`config.mk`:
```
export PLATFORM = sky130hd
export DESIGN_NAME = seven_seg_scan_driver
export DESIGN_NICKNAME = d
export VERILOG_FILES = /design/src/rtl/seven_seg_scan_driver.sv
export SDC_FILE = /design/constraint.sdc
export NUM_CORES = 1
export LEC_CHECK = 0
export CORE_MARGIN = 1.5
export CORE_UTILIZATION = 39
export DETAILED_ROUTE_END_ITERATION = 6
export MAX_ROUTING_LAYER = met4
export PLACE_DENSITY = 0.68
export SYNTH_ARGS = -nofsm -noshare
export SYNTH_HDL_FRONTEND = slang
export SYNTH_SLANG_ARGS = --single-unit
```
`constraint.sdc`:
```
create_clock -name clk -period 3.51 [get_ports clk]
set_input_delay 0.702 -clock clk [delete_from_list [all_inputs] [get_ports clk]]
set_output_delay 0.702 -clock clk [all_outputs]
set_load 0.02 [all_outputs]
```
`src/rtl/seven_seg_scan_driver.sv`:
```
// seven_seg_scan_driver
// Time-multiplexed driver for a NUM_DIGITS-digit common-anode seven-segment
// display. A shadow register takes processor loads at any time. The display
// register copies the shadow only at frame boundaries, so a frame never shows
// a mix of old and new digits. Each digit slot opens with a blanking gap
// (all anodes off) so that segments from the previous digit do not ghost.
//
// Optional feature:
//   SEVEN_SEG_SCAN_LZB_EN  - leading-zero blanking. When this macro is
//                            defined, high-order zero digits stay dark.
//                            Digit 0 is always shown.
module seven_seg_scan_driver #(
    parameter int NUM_DIGITS = 4,
    parameter int SCAN_DIV   = 1000,
    parameter int BLANK_CYC  = 16
) (
    input  logic                    clk,
    input  logic                    rst_n,
    input  logic                    en,
    input  logic                    ld,
    input  logic [4*NUM_DIGITS-1:0] ld_data,
    output logic [6:0]              seg,
    output logic [NUM_DIGITS-1:0]   an,
    output logic                    frame_done
);

    localparam int DW    = 4 * NUM_DIGITS;
    localparam int CNT_W = $clog2(SCAN_DIV);
    localparam int IDX_W = (NUM_DIGITS > 1) ? $clog2(NUM_DIGITS) : 1;

    // Counters compare against the parameter bounds. They never rely on
    // power-of-two wrap.
    localparam logic [CNT_W-1:0] CNT_BLANK_LAST = CNT_W'(BLANK_CYC - 1);
    localparam logic [CNT_W-1:0] CNT_LAST       = CNT_W'(SCAN_DIV - 1);
    localparam logic [IDX_W-1:0] IDX_LAST       = IDX_W'(NUM_DIGITS - 1);

    typedef enum logic [1:0] {
        IDLE  = 2'd0,
        BLANK = 2'd1,
        DRIVE = 2'd2
    } state_t;

    state_t            state, state_nxt;
    logic [CNT_W-1:0]  cnt, cnt_nxt;
    logic [IDX_W-1:0]  idx, idx_nxt;
    logic              boundary;

    logic [DW-1:0]     shadow, shadow_nxt;
    logic [DW-1:0]     disp, disp_nxt;
    logic              pending, pending_nxt;

    logic [6:0]              seg_nxt;
    logic [NUM_DIGITS-1:0]   an_nxt;
    logic                    frame_done_nxt;
    logic [3:0]              nib_sel;
    logic                    digit_on;

`ifdef SEVEN_SEG_SCAN_LZB_EN
    logic [NUM_DIGITS-1:0]   supp;
    logic                    zero_run;
    logic                    sel_supp;
`endif

    // Hex nibble to active-low segment pattern, seg[0]=a .. seg[6]=g.
    function automatic logic [6:0] decode(input logic [3:0] hex);
        logic [6:0] pat;
        case (hex)
            4'h0:    pat = 7'h40;
            4'h1:    pat = 7'h79;
            4'h2:    pat = 7'h24;
            4'h3:    pat = 7'h30;
            4'h4:    pat = 7'h19;
            4'h5:    pat = 7'h12;
            4'h6:    pat = 7'h02;
            4'h7:    pat = 7'h78;
            4'h8:    pat = 7'h00;
            4'h9:    pat = 7'h10;
            4'hA:    pat = 7'h08;
            4'hB:    pat = 7'h03;
            4'hC:    pat = 7'h46;
            4'hD:    pat = 7'h21;
            4'hE:    pat = 7'h06;
            default: pat = 7'h0E;
        endcase
        return pat;
    endfunction

    // State, slot counter and digit index registers.
    always_ff @(posedge clk or negedge rst_n) begin
        if (!rst_n) begin
            state <= IDLE;
            cnt   <= '0;
            idx   <= '0;
        end else begin
            state <= state_nxt;
            cnt   <= cnt_nxt;
            idx   <= idx_nxt;
        end
    end

    // Scan sequencing. A low enable always drops back to IDLE. A frame
    // boundary is either the start from IDLE or the wrap after the last slot.
    always_comb begin
        state_nxt = state;
        cnt_nxt   = cnt;
        idx_nxt   = idx;
        boundary  = 1'b0;
        if (!en) begin
            state_nxt = IDLE;
            cnt_nxt   = '0;
            idx_nxt   = '0;
        end else begin
            case (state)
                IDLE: begin
                    state_nxt = BLANK;
                    cnt_nxt   = '0;
                    idx_nxt   = '0;
                    boundary  = 1'b1;
                end
                BLANK: begin
                    cnt_nxt = cnt + 1'b1;
                    if (cnt == CNT_BLANK_LAST) begin
                        state_nxt = DRIVE;
                    end
                end
                DRIVE: begin
                    if (cnt == CNT_LAST) begin
                        cnt_nxt   = '0;
                        state_nxt = BLANK;
                        if (idx == IDX_LAST) begin
                            idx_nxt  = '0;
                            boundary = 1'b1;
                        end else begin
                            idx_nxt = idx + 1'b1;
                        end
                    end else begin
                        cnt_nxt = cnt + 1'b1;
                    end
                end
                default: begin
                    state_nxt = IDLE;
                    cnt_nxt   = '0;
                    idx_nxt   = '0;
                end
            endcase
        end
    end

    // Double buffer. A load on a boundary cycle goes straight to the display
    // so that it is not delayed by a whole frame.
    always_comb begin
        shadow_nxt  = shadow;
        disp_nxt    = disp;
        pending_nxt = pending;
        if (boundary) begin
            if (ld) begin
                disp_nxt   = ld_data;
                shadow_nxt = ld_data;
            end else if (pending) begin
                disp_nxt = shadow;
            end
            pending_nxt = 1'b0;
        end else if (ld) begin
            shadow_nxt  = ld_data;
            pending_nxt = 1'b1;
        end
    end

    // Shadow, display and pending-transfer registers.
    always_ff @(posedge clk or negedge rst_n) begin
        if (!rst_n) begin
            shadow  <= '0;
            disp    <= '0;
            pending <= 1'b0;
        end else begin
            shadow  <= shadow_nxt;
            disp    <= disp_nxt;
            pending <= pending_nxt;
        end
    end

    // Output decode of the state being entered. The registered pins then
    // line up with the state and counters held in the same cycle.
    always_comb begin
        seg_nxt        = 7'h7F;
        an_nxt         = '1;
        frame_done_nxt = 1'b0;
        nib_sel        = 4'h0;
        digit_on       = 1'b0;
`ifdef SEVEN_SEG_SCAN_LZB_EN
        supp     = '0;
        zero_run = 1'b1;
        sel_supp = 1'b0;
        for (int i = NUM_DIGITS - 1; i >= 0; i--) begin
            zero_run = zero_run && (disp_nxt[4*i +: 4] == 4'h0);
            supp[i]  = zero_run && (i != 0);
        end
`endif
        for (int i = 0; i < NUM_DIGITS; i++) begin
            if (idx_nxt == IDX_W'(i)) begin
                nib_sel = disp_nxt[4*i +: 4];
`ifdef SEVEN_SEG_SCAN_LZB_EN
                sel_supp = supp[i];
`endif
            end
        end
        digit_on = (state_nxt == DRIVE);
`ifdef SEVEN_SEG_SCAN_LZB_EN
        digit_on = digit_on && !sel_supp;
`endif
        if (digit_on) begin
            seg_nxt = decode(nib_sel);
            for (int i = 0; i < NUM_DIGITS; i++) begin
                an_nxt[i] = (idx_nxt != IDX_W'(i));
            end
        end
        frame_done_nxt = (state_nxt == DRIVE) && (idx_nxt == IDX_LAST) &&
                         (cnt_nxt == CNT_LAST);
    end

    // Registered display pins. Reset drives them dark.
    always_ff @(posedge clk or negedge rst_n) begin
        if (!rst_n) begin
            seg        <= 7'h7F;
            an         <= '1;
            frame_done <= 1'b0;
        end else begin
            seg        <= seg_nxt;
            an         <= an_nxt;
            frame_done <= frame_done_nxt;
        end
    end

endmodule
```
=== Word level (Yosys, flattened, before mapping) ===
Memory sizes are Yosys's and may differ from the RTL's.
Cells that the tools add are included.

* Register bits after elaboration: 59
* Latch bits: 0
* RAM bits: 0
* Memory bits (read-only): 112
* Bits of input ports: 20
* Output and inout bits: 12
* Word-level logic and storage cells: 57
* Memories kept: 1

{| class="wikitable"
|+ Memories
! name !! words !! width !! read ports !! clocked after memory_dff !! write ports !! line !! text
|-
| (no name shown) || 16 || 7 || 1 || 0 || 0 || 67 || <nowiki>case (hex)</nowiki>
|}

* $add $sub $neg: 2
* Multipliers: 0
* Div/mod/pow operators: 0
* $lt $le $gt $ge: 0
* Eq/ne operators: 13
* Shift-type cells: 0
* Mux-type cells: 26
* Bitwise logic cells: 0
* Reduce and logical (&&, ||, !) cells: 6

{| class="wikitable"
|+ Operators by type and width
! cell !! count
|-
| $mux 16 || 3
|-
| $eq 10x10->1 const B || 2
|-
| $mux 10 || 2
|-
| $mux 4 || 5
|-
| $pmux 10 s2 || 1
|-
| $mux 2 || 6
|-
| $add 10x1->10 const B || 1
|-
| $eq 10x4->1 const B || 1
|-
| $eq 2x2->1 const B || 5
|-
| $mux 7 || 1
|-
| $pmux 2 s3 || 1
|-
| $mux 1 || 5
|-
| $eq 2x1->1 const B || 2
|-
| $logic_not 2->1 || 2
|-
| $ne 2x2->1 const B || 2
|-
| $pmux 2 s2 || 1
|-
| $reduce_bool 2->1 || 2
|-
| $add 2x1->2 const B || 1
|-
| $logic_and 1x1->1 || 2
|-
| $ne 2x1->1 const B || 1
|-
| $pmux 1 s2 || 1
|}

=== Depth between registers and ports, before layout ===
An unclocked memory read counts as a cell.

* Depth in word-level cells: 12
* Depth in mapped cells: 15
* Gate-level depth less buffers: 14

=== Least setup slack after synthesis ===
Ideal clock, no wire load.

* Path type: flip-flop to flip-flop
* Start point: register cnt[3]
* End point: register seg[3]
* Library setup time: 88 ps
* Arrival time: 3389 ps
* Data required time: 3422 ps
* Slack: 33 ps
* Cell stages (with the launch flop): 13
* Buffers on the path: 2
* Clock period less this slack: 3477 ps
* Path through: dfrtp_1 -> or3b_1 -> buf_2 -> o41ai_4 -> nand2_4 -> buf_2 -> mux2_2 -> mux2i_1 -> o22ai_1 -> inv_1 -> ha_1 -> mux2_4 -> a221oi_2

* Elaborated cells between the ends (all ways): 24
* Classes of those cells: eq/ne: 6; mux: 16; reduce/logical: 1; memory: 1

{| class="wikitable"
|+ RTL lines
! element !! line !! text
|-
| start, declared || 44 || <nowiki>logic [CNT_W-1:0] cnt, cnt_nxt;</nowiki>
|-
| start signal, assigned || 96 || <nowiki>cnt <= cnt_nxt;</nowiki>
|-
| $eq 10x10->1 || 127 || <nowiki>if (cnt == CNT_LAST) begin</nowiki>
|-
| $mux 1 || 127 ||
|-
| $pmux 1 s2 || 113 || <nowiki>case (state)</nowiki>
|-
| $mux 1 || 108 || <nowiki>if (!en) begin</nowiki>
|-
| $mux 16 || 155 || <nowiki>if (boundary) begin</nowiki>
|-
| via disp_nxt[5] || 49 || <nowiki>logic [DW-1:0] disp, disp_nxt;</nowiki>
|-
| $mux 4 (3 in a row) || 200 || <nowiki>if (idx_nxt == IDX_W'(i)) begin</nowiki>
|-
| $mem_v2 16x7 || -- ||
|-
| $mux 7 || 211 || <nowiki>if (digit_on) begin</nowiki>
|-
| via seg_nxt[3] || 52 || <nowiki>logic [6:0] seg_nxt;</nowiki>
|-
| end signal, assigned || 228 || <nowiki>seg <= seg_nxt;</nowiki>
|-
| end, declared || 22 || <nowiki>output logic [6:0] seg,</nowiki>
|}

The timed path passes the listed nets, and every way through them passes these cells.
A chain may end at the register's enable or synchronous reset.

=== Final worst setup path ===
* Start point: input en
* End point: register seg[3]

* Elaborated cells between the ends (all ways): 15
* Classes of those cells: eq/ne: 4; mux: 9; reduce/logical: 1; memory: 1

{| class="wikitable"
|+ RTL lines
! element !! line !! text
|-
| start, declared || 19 || <nowiki>input logic en,</nowiki>
|-
| $mux 1 || 108 ||
|-
| $mux 16 || 155 ||
|-
| via disp_nxt[5] || 49 ||
|-
| $mux 4 (3 in a row) || 200 ||
|-
| $mem_v2 16x7 || -- ||
|-
| $mux 7 || 211 ||
|-
| via seg_nxt[3] || 52 ||
|}

The timed path passes the listed nets, and every way through them passes these cells.

==> impl_metrics.csv <==
group,metric,value,unit
status,status,"complete, no violations",
routing,wl_per_cell,14.0,um
synth,synth_seq_area_share,49.9,%
timing,relSlewSlack,42.5,%
synth,synth-edff-count,0,
routing,vias,2192,
placed_design,gp_congestion,0.869,
worst_hold_path,hp-class,"in -> async",
clock_tree,cts_sinks,59,
global_route,grt_pass1_wl,10300,um
setup_path,worstPathMaxFanout,7,
floorplan,rows,31,
floorplan,start_util,40.7,%
synth,syn-num-nets,305,
timing,max_slew.worst_pin.slew,0.862,ns
clock_tree,cts_made_buffers,9,
timing,fin_crit,3.23,ns
synth,synth_ff_type,"dfrtp_1",
timing,period_share,92.1,%
clock_tree,tritoncts,"built",
timing,clock_skew,0.0102,ns
setup_path,critPathLaunchType,"primary input",
placed_design,dp_hpwl,4410,um
global_route,grt_overflow_total,0,
clock_tree,cts.clk_slew.worst_paths,0.07,ns
routing,remaining_drc_errors,0,
synth,syn_area,2980,um^2
power_and_ir_drop,p_leak,1.62,nW
power_and_ir_drop,vdd_drop_max,0.267,mV
floorplan,die_height,90.5,um
routing,drtIter0Drc,77,
timing,grt_setup_unrepaired,"false",
synth,synth_seq_cells,59,
global_route,grt_pass1_vias,2098,
timing,setup-violations-final,0,
placed_design,port_buffers,31,
power_and_ir_drop,finalPower,0.00170,W
timing,finalSetupTns,0,ns
clock_tree,root_buffer,"clkbuf_8",
final_layout,nets,353,
placed_design,place_ws,-0.0198,ns
synth,yosys_warnings,0,
power_and_ir_drop,power_density,459,nW/um^2
final_layout,final_util,50.5,%
synth,post_synth_num_cell_types,51,
floorplan,die_w,90.5,um
synth,synthArstFlopShare,100,%
clock_tree,post_cts_buffers,0,
floorplan,ios,32,
floorplan,core,7330,um^2
timing,drv_slew,0,
clock_tree,htreeDepth,3,
placed_design,dp.cells,409,
clock_tree,clock_latency,0.34,ns
timing,setup_slack,0.278,ns
routing,drt-vias-per-instance,5.16,
global_route,grt_usage,16.5,%
timing,hold_viol,0,
setup_path,crit_required,3.75,ns
clock_tree,ctsResizeCount,0,
floorplan,die-area,8190,um^2
setup_path,crit_type,"in -> reg",
final_layout,drive_gt1_share,22.4,%
global_route,grt_antenna_before_repair,0,
routing,ant_nets,0,
final_layout,n_fill_cell,674,
final_layout,diodes,0,
setup_path,cp.arrival,3.48,ns
setup_path,rrSetupSlack,0.28,ns
run,maxCapViolations,0,
setup_path,endpoint_kind,"register",
final_layout,areaGrowthSynthToFinish,24.1,%
timing,fmax,0.309,GHz
final_layout,stdcell_count,425,
clock_tree,cts_hold_buf,0,
global_route,grt_max_degree,40,
routing,totalWireLength,5960,um
routing,dr.pass1.iters,4,
clock_tree,clockBufferDepth,2,
synth,syn_area_per_cell,10.9,um^2
synth,synthCells,273,
## worst paths after layout
check	from	to	cells past startpoint
worst min register to register	disp[2]	disp[2]	2
max in group asynchronous	rst_n	seg[6]	2
worst max-delay path	en	seg[3]	12
min in group clk	disp[2]	disp[2]	2
worst min-delay path	rst_n	shadow[7]	1
worst max register to register	cnt[5]	seg[3]	11
## placed cells by master, fill, tap and decap left out, drive strengths merged, types with 2 or more instances in the layout
cell            n
or2             2
o21ai           7
and3            5
inv            14
mux2           23
dfstp          11
nor3            5
buf            17
nor2           26
clkdlybuf4s50  30
clkinv          3
ha             12
nor4            3
nand4           5
nand2          23
o311ai          2
or4             2
mux2i          10
and4            2
o221ai          6
a21oi           5
clkbuf         11
a31oi           2
and2            3
a21o            4
dfrtp          48
nand3          14
nor3b           2
xor2            3
o211ai          3
xnor2           5
nor2b           2
## kinds of logic after synthesis
group                      count (synthesis)  synth area share [%]
xor gates and xnor gates                   8                  2.35
buffers and inverters                     24                  3.14
DFF                                       59                  49.9
muxes                                     33                  12.3
AOI/OAI and AO/OA                         38                  10.5
and+or+nand+nor                           99                  16.8
adders and majority gates                 12                  5.03
## layer usage
layer	vias up	wire length (um)	track usage, %
li1	1069	-	-
met1	1078	2910	21.5
met2	37	2790	24.6
met3	8	189	4.63
met4	0	71	5.56
met5	-	0	-
## cells in the mapped netlist (3+ instances only)
cell	instances	share of area, %
buf_2	3	0.50
a21o_1	4	1.0
ha_1	12	5.0
nor2_1	26	3.3
nand2_1	22	2.8
clkbuf_1	5	0.63
xnor2_1	5	1.5
and2_1	3	0.63
a21oi_1	4	0.67
nand3_1	14	2.3
dfrtp_1	48	40
mux2_2	18	6.8
xor2_1	3	0.88
o221ai_1	4	1.2
o211ai_1	3	0.75
nor4_1	3	0.63
nand4_1	5	1.0
nor3_1	5	0.84
mux2_1	3	1.1
o21ai_0	6	1.0
mux2i_1	10	3.4
inv_1	14	1.8
and3_1	5	1.0
dfstp_2	11	9.7
## area by class of cell
class,count,area [um^2],share of cell area [%]
clock buffers,11,141,3.82
clock inverters,5,52.6,1.42
inverters,14,52.6,1.42
multi-input cells,190,1410,37.9
flip-flops and latches,59,1490,40.2
well taps,99,124,3.34
repair buffers,47,438,11.8
## per-stage QoR
stage	instance area [um^2]	hold slack, ns
after global placement	3500	0.457
after detailed placement	3500	0.469
after floorplan	2980	0.406
after CTS	3700	0.486
after global routing	3700	0.510
final	3700	0.479
## state kept, by name (all words and copies together), names as in the netlist
signal / count
frame_done: 1
idx: 2
disp: 16
pending: 1
shadow: 16
state: 2
seg: 7
cnt: 10
an: 4
## worst max-delay path: stages
cell	delay (ns)
clkdlybuf4s50_1	0.52
nand3_1	0.17
o41ai_4	0.24
buf_4	0.21
nand2_4	0.09
mux2_2	0.25
mux2i_1	0.06
o22ai_1	0.23
inv_1	0.12
ha_1	0.34
mux2_4	0.28
a221oi_2	0.25
## power by group
group	leakage (nW)	internal [W]	switching (W)	total (W)
clock network	0.0991	0.000343	0.000269	0.000613
registers	0.713	0.000745	0.0000199	0.000765
logic	0.810	0.000152	0.000171	0.000323
total	1.62	0.00124	0.000461	0.00170
(Power assumes the default switching activity.)
